`src/rtl/stream_packetizer_pkg.sv`:
```
// Shared definitions for the stream packetizer: packet layout, FSM encoding
// and default sizing that must agree with the downstream input-port FIFO.
package stream_packetizer_pkg;

  localparam int DEF_PAYLOAD_BITS = 32;
  localparam int DEF_LEAF_BITS    = 5;
  localparam int DEF_PORT_BITS    = 4;
  // Downstream FIFO has ASIZE=5, i.e. 32 entries; keep these in lockstep.
  localparam int DEF_FIFO_DEPTH   = 32;
  localparam int DEF_CREDIT_BITS  = 6;

  typedef enum logic {
    UNCFG = 1'b0,
    RUN   = 1'b1
  } state_e;

  // Packet is {dest_leaf, dest_port, payload}, MSB first.
  localparam int PAYLOAD_LSB = 0;

  function automatic int port_lsb(input int payload_bits);
    return payload_bits;
  endfunction

  function automatic int leaf_lsb(input int payload_bits, input int port_bits);
    return payload_bits + port_bits;
  endfunction

  function automatic int pkt_bits(input int leaf_bits, input int port_bits,
                                  input int payload_bits);
    return leaf_bits + port_bits + payload_bits;
  endfunction

endpackage

```
`src/rtl/credit_counter.sv`:
```
// Saturating up/down credit counter with load and a sticky overflow flag,
// usable on any credit-flow-controlled network port.
module credit_counter #(
  parameter int WIDTH = 6,
  parameter int MAX   = 32
) (
  input  logic             clk,
  input  logic             reset,
  input  logic             load_i,
  input  logic             inc_i,
  input  logic             dec_i,
  output logic [WIDTH-1:0] count_o,
  output logic             err_o
);

  localparam logic [WIDTH-1:0] MAX_C = WIDTH'(MAX);

  logic [WIDTH-1:0] count_q, count_d;
  logic             err_q, err_d;

  always_comb begin
    // NOTE: every output of this block gets a default first, so no path leaves it unassigned and no latch is inferred.
    count_d = count_q;
    err_d   = err_q;
    if (load_i) begin
      count_d = MAX_C;
    end else if (inc_i && !dec_i) begin
      // A return with the counter already full means the far end lost track.
      if (count_q == MAX_C) err_d = 1'b1;
      else                  count_d = count_q + 1'b1;
    end else if (dec_i && !inc_i && count_q != '0) begin
      count_d = count_q - 1'b1;
    end
  end

  always_ff @(posedge clk) begin
    // NOTE: non-blocking assignments make every register sample pre-edge values, so update order inside the block is irrelevant.
    if (reset) begin
      count_q <= '0;
      err_q   <= 1'b0;
    end else begin
      count_q <= count_d;
      err_q   <= err_d;
    end
  end

  assign count_o = count_q;
  assign err_o   = err_q;

endmodule

```
`src/rtl/stream_packetizer.sv`:
```
// Wraps a valid/ready word stream into {leaf, port, payload} network packets,
// gated by downstream credits, with a credit-stall monitoring counter.
module stream_packetizer
  import stream_packetizer_pkg::*;
#(
  parameter int PAYLOAD_BITS = DEF_PAYLOAD_BITS,
  parameter int LEAF_BITS    = DEF_LEAF_BITS,
  parameter int PORT_BITS    = DEF_PORT_BITS,
  parameter int FIFO_DEPTH   = DEF_FIFO_DEPTH,
  parameter int CREDIT_BITS  = DEF_CREDIT_BITS
) (
  input  logic                                  clk,
  input  logic                                  reset,
  input  logic [PAYLOAD_BITS-1:0]               d_in,
  input  logic                                  vld_in,
  output logic                                  rdy_in,
  input  logic                                  cfg_wr,
  input  logic [LEAF_BITS-1:0]                  cfg_dest_leaf,
  input  logic [PORT_BITS-1:0]                  cfg_dest_port,
  output logic [LEAF_BITS+PORT_BITS+PAYLOAD_BITS-1:0] pkt_out,
  output logic                                  vld_out,
  input  logic                                  rdy_out,
  input  logic                                  credit_ret,
  input  logic                                  is_done_mode_user,
  output logic [CREDIT_BITS-1:0]                credits,
  output logic                                  credit_err,
  output logic [PAYLOAD_BITS-1:0]               stall_cnt
);

  localparam int PKT_W = pkt_bits(LEAF_BITS, PORT_BITS, PAYLOAD_BITS);

  state_e                  state_q, state_d;
  logic [LEAF_BITS-1:0]    leaf_q, leaf_d;
  logic [PORT_BITS-1:0]    port_q, port_d;
  logic [PKT_W-1:0]        pkt_q, pkt_d;
  logic                    vld_q, vld_d;
  logic [PAYLOAD_BITS-1:0] stall_q, stall_d;
  logic                    accept;

  // Credit is reserved at accept time so an in-flight word always has a slot.
  assign rdy_in = (state_q == RUN) && (credits != '0) && (!vld_q || rdy_out);
  assign accept = vld_in && rdy_in;

  always_comb begin
    state_d = state_q;
    leaf_d  = leaf_q;
    port_d  = port_q;
    pkt_d   = pkt_q;
    vld_d   = vld_q;
    stall_d = stall_q;

    if (cfg_wr) begin
      state_d = RUN;
      leaf_d  = cfg_dest_leaf;
      port_d  = cfg_dest_port;
    end

    // A word accepted alongside cfg_wr still carries the old header.
    if (accept) begin
      pkt_d = {leaf_q, port_q, d_in};
      vld_d = 1'b1;
    end else if (rdy_out) begin
      vld_d = 1'b0;
    end

    if (state_q == RUN && vld_in && credits == '0 && !is_done_mode_user)
      stall_d = stall_q + 1'b1;
  end

  always_ff @(posedge clk) begin
    if (reset) begin
      state_q <= UNCFG;
      leaf_q  <= '0;
      port_q  <= '0;
      pkt_q   <= '0;
      vld_q   <= 1'b0;
      stall_q <= '0;
    end else begin
      state_q <= state_d;
      leaf_q  <= leaf_d;
      port_q  <= port_d;
      pkt_q   <= pkt_d;
      vld_q   <= vld_d;
      stall_q <= stall_d;
    end
  end

  credit_counter #(
    .WIDTH (CREDIT_BITS),
    .MAX   (FIFO_DEPTH)
  ) u_credit_counter (
    .clk     (clk),
    .reset   (reset),
    .load_i  (cfg_wr),
    .inc_i   (credit_ret && state_q == RUN),
    .dec_i   (accept),
    .count_o (credits),
    .err_o   (credit_err)
  );

  assign pkt_out   = pkt_q;
  assign vld_out   = vld_q;
  assign stall_cnt = stall_q;

endmodule

```
`config.mk`:
```
export PLATFORM = sky130hd
export DESIGN_NAME = stream_packetizer
export DESIGN_NICKNAME = d
export VERILOG_FILES = /design/src/rtl/stream_packetizer_pkg.sv /design/src/rtl/credit_counter.sv /design/src/rtl/stream_packetizer.sv
export SDC_FILE = /design/constraint.sdc
export NUM_CORES = 1
export LEC_CHECK = 0
export CORE_MARGIN = 2
export CORE_UTILIZATION = 40
export DETAILED_ROUTE_END_ITERATION = 10
export PLACE_DENSITY = 0.83
export SLEW_MARGIN = 20
export SYNTH_ARGS = -nofsm -noshare
export SYNTH_HDL_FRONTEND = slang
export SYNTH_SLANG_ARGS = --single-unit
```
`constraint.sdc`:
```
create_clock -name clk -period 3.1 [get_ports clk]
set_input_delay 0.93 -clock clk [delete_from_list [all_inputs] [get_ports clk]]
set_output_delay 0.93 -clock clk [all_outputs]
set_load 0.01 [all_outputs]
```
==> results.json <==
{
  "tns_ns": 0,
  "power_w": 0.002428,
  "first_global_vias": 3520,
  "multi_input_area_um2": 1914,
  "cts.sinks": 91,
  "setup_viol": 0,
  "fmax_mhz": 345.1,
  "clk_pin_slew_ns": 0.09,
  "ff2ff_setup_slack_ns": 0.58,
  "antenna_found_initial": 0,
  "cp_max_fo": 3,
  "post_cts_buffers": 0,
  "power_frac_clock": 0.361,
  "gp_congestion": 0.8313,
  "holdBufCountCts": 0,
  "cts_buffers": 9,
  "crit_family": "buffers and inverters",
  "seq_area_um2": 1822,
  "die_h_um": 102.5,
  "switching_share": 0.2462,
  "p_leak_nw": 1.969,
  "crit_chain": "clkdlybuf4s50_1 -> nand2b_1 -> and3_1 -> dlygate4sd2_1",
  "overflow": 0,
  "worstSkewPairLatency_ns": 0.35,
  "hold_violations": 0,
  "synth-seq-area-share": 0.4697,
  "cap_viol_max_count": 0,
  "finalMaxSlewViolations": 0,
  "grt_use_total": 0.1934,
  "cp-start-kind": "primary input",
  "slowest_stage": "clkdlybuf4s50_1",
  "arrival_ns": 1.97,
  "drc": 0,
  "syn_inst": 461,
  "nNetsFinal": 645,
  "drtPass1Iterations": 4,
  "wl_per_cell_um": 14.21,
  "hold_end": "pkt_out[5]$_SDFFE_PP0P_",
  "rr_startpoint": "u_credit_counter.count_o[5]$_SDFFE_PP0P_",
  "grt_max_degree": 43,
  "rows": 35,
  "final_util": 0.5989,
  "ios": 130,
  "slew_headroom": 0.5507,
  "critPathBufInv": 2,
  "ys.flop_type": "dfxtp_1",
  "ant_nets": 0,
  "pwr_density_cell_nw_per_um2": 434.5,
  "via_count": 3695,
  "holdWs_ns": 0.4570,
  "post_synth.cell_area_avg_um2": 8.414,
  "post-dp-hpwl_mm": 7.432,
  "cts_root_buf": "clkbuf_8",
  "min_path_cells": 2,
  "grt_pass1_wl_mm": 16.13,
  "r2r_cells": 9,
  "cts_tree": "done",
  "cts.htree.levels": 3,
  "die-area_um2": 10500,
  "synth-edff-count": 0,
  "ir_drop_uv": 278.7,
  "cts_resized": 1,
  "core_um2": 9328,
  "clock_path_buffers": 2,
  "start_util": 0.4158,
  "antennaDiodeCount": 0,
  "drive_gt1_frac": 0.07227,
  "clock_skew_ns": 0.01656,
  "async_flop_share": 0,
  "first_iter_violations": 138,
  "end_kind": "output port",
  "netlist_area_um2": 3879,
  "synthesis.nets": 515,
  "viasPerCell": 5.104,
  "outcome": "completed",
  "fillers": 806,
  "ys_ff_latch": 91,
  "startpoint": "rdy_out",
  "path_class": "primary input to output port",
  "worst_pin_slew_ns": 0.6723,
  "min_period_ns": 2.897,
  "io_buffers": 129,
  "slowest_delay_ns": 0.45,
  "synth_cell_types": 43,
  "min-delay-start": "pkt_out[5]$_SDFFE_PP0P_",
  "dieWidth_um": 102.5,
  "cp_data_required_time_ns": 2.17,
  "hold_class": "flip-flop to flip-flop",
  "rsz0062_at_grt": "false",
  "syn_to_final_growth_pct": 44.03,
  "period_share": 0.9346,
  "r2r_end": "u_credit_counter.count_o[5]$_SDFFE_PP0P_",
  "p_int_w": 0.001830,
  "ys.warnings.count": 0,
  "pwr-share-comb": 0.133,
  "p_sw_w": 0.0005976,
  "routed_wl_mm": 10.29,
  "power_frac_seq": 0.506
}
## area by class of cell
class                   instances  share of cell area
clock buffers                   9             0.02217
clock inverters                 6             0.01613
inverters                       8            0.005375
multi-input cells             334              0.3427
flip-flops and latches         91              0.3261
well taps                     129             0.02889
repair buffers                147              0.2587
## layer usage
metal / vias to the layer above / global-route usage / routed length (um)
li1: 1818 / - / -
met1: 1745 / 0.2299 / 4263
met2: 114 / 0.3434 / 5307
met3: 18 / 0.02599 / 457
met4: 0 / 0.09128 / 260
met5: - / 0 / 0
## cell usage in the layout (no fill, tap or decap), types with 5 or more instances in the layout
cell	instances
a21oi_1	49
and4_1	5
buf_4	16
clkbuf_8	9
clkdlybuf4s50_1	127
dfxtp_1	91
ha_1	5
inv_1	8
mux2i_1	14
nand2_1	94
nand3_1	11
nand4_1	7
nor2_1	42
nor3_1	16
nor4_1	15
o21ai_0	6
xnor2_1	27
## registers in the layout (all words and copies together) (netlist names)
| register | count |
|---|---|
| port_q | 4 |
| u_credit_counter.count_o | 6 |
| u_credit_counter.err_o | 1 |
| vld_out | 1 |
| pkt_out | 41 |
| leaf_q | 5 |
| state_q | 1 |
| stall_cnt | 32 |
## power by group through the flow
stage	sequential (W)	combinational, W	clock [W]
after floorplan	0.00126	0.000151	0
after global placement	0.00125	0.000316	0
after global routing	0.00123	0.000355	0.000944
after detailed placement	0.00125	0.000325	0
final	0.00123	0.000324	0.000876
after CTS	0.00123	0.000326	0.000900
## synthesized netlist by cell type, drive strengths merged (2+ instances only)
cell	instances	area share
clkbuf	20	0.019
nand2b	3	0.0048
nand4	9	0.018
buf	8	0.0097
mux2i	14	0.036
nand4b	2	0.0045
a21o	4	0.0077
xnor2	27	0.061
or3	3	0.0048
and4	5	0.011
nor2	43	0.042
nor3	16	0.021
nor4	17	0.033
o21ai	6	0.0077
xor2	4	0.0090
ha	5	0.016
dfxtp	91	0.47
a21oi	49	0.063
and3	4	0.0065
nand3	12	0.017
inv	8	0.0077
and3b	2	0.0045
nand2	94	0.091
and2	3	0.0048
## worst max-delay path by stage
stage | endpoint | slack (ns) | cells after the start
floorplan | u_credit_counter.count_o[5]$_SDFFE_PP0P_ | 0.36 | 9
global placement | rdy_in | -0.07 | 4
global route | u_credit_counter.count_o[5]$_SDFFE_PP0P_ | 0.03 | 10
finish | rdy_in | 0.20 | 4
CTS | rdy_in | 0.18 | 4
detailed placement | u_credit_counter.count_o[5]$_SDFFE_PP0P_ | -0.1 | 10
## worst reg2reg max path, delay by kind of cell, from the launching register on
family,cells,cell delay (ns)
flip-flops,1,0.42
adder cells (fa/ha/maj),1,0.31
AND/OR/NAND/NOR,4,0.82
AO/OA/AOI/OAI,4,0.89
## stage by stage
stage / instance area, um^2 / instances / setup slack [ns]
after floorplan: 3879 / 461 / 0.3558
after global placement: 5374 / 709 / -0.06656
after detailed placement: 5374 / 709 / -0.09957
after CTS: 5587 / 724 / 0.1835
after global routing: 5587 / 724 / 0.03380
final: 5587 / 724 / 0.2027
## cells by family (layout without fill, tap and decap cells)
| group | after synthesis | in the layout | share of synthesized area |
|---|---|---|---|
| simple gates | 217 | 217 | 0.2700 |
| flops | 91 | 91 | 0.4697 |
| compound gates | 66 | 66 | 0.09613 |
| buf+inv | 36 | 170 | 0.03678 |
| xor+xnor | 31 | 31 | 0.07000 |
| mux | 14 | 14 | 0.03613 |
| fa+ha+maj | 6 | 6 | 0.02129 |
(Power assumes the default switching activity.)
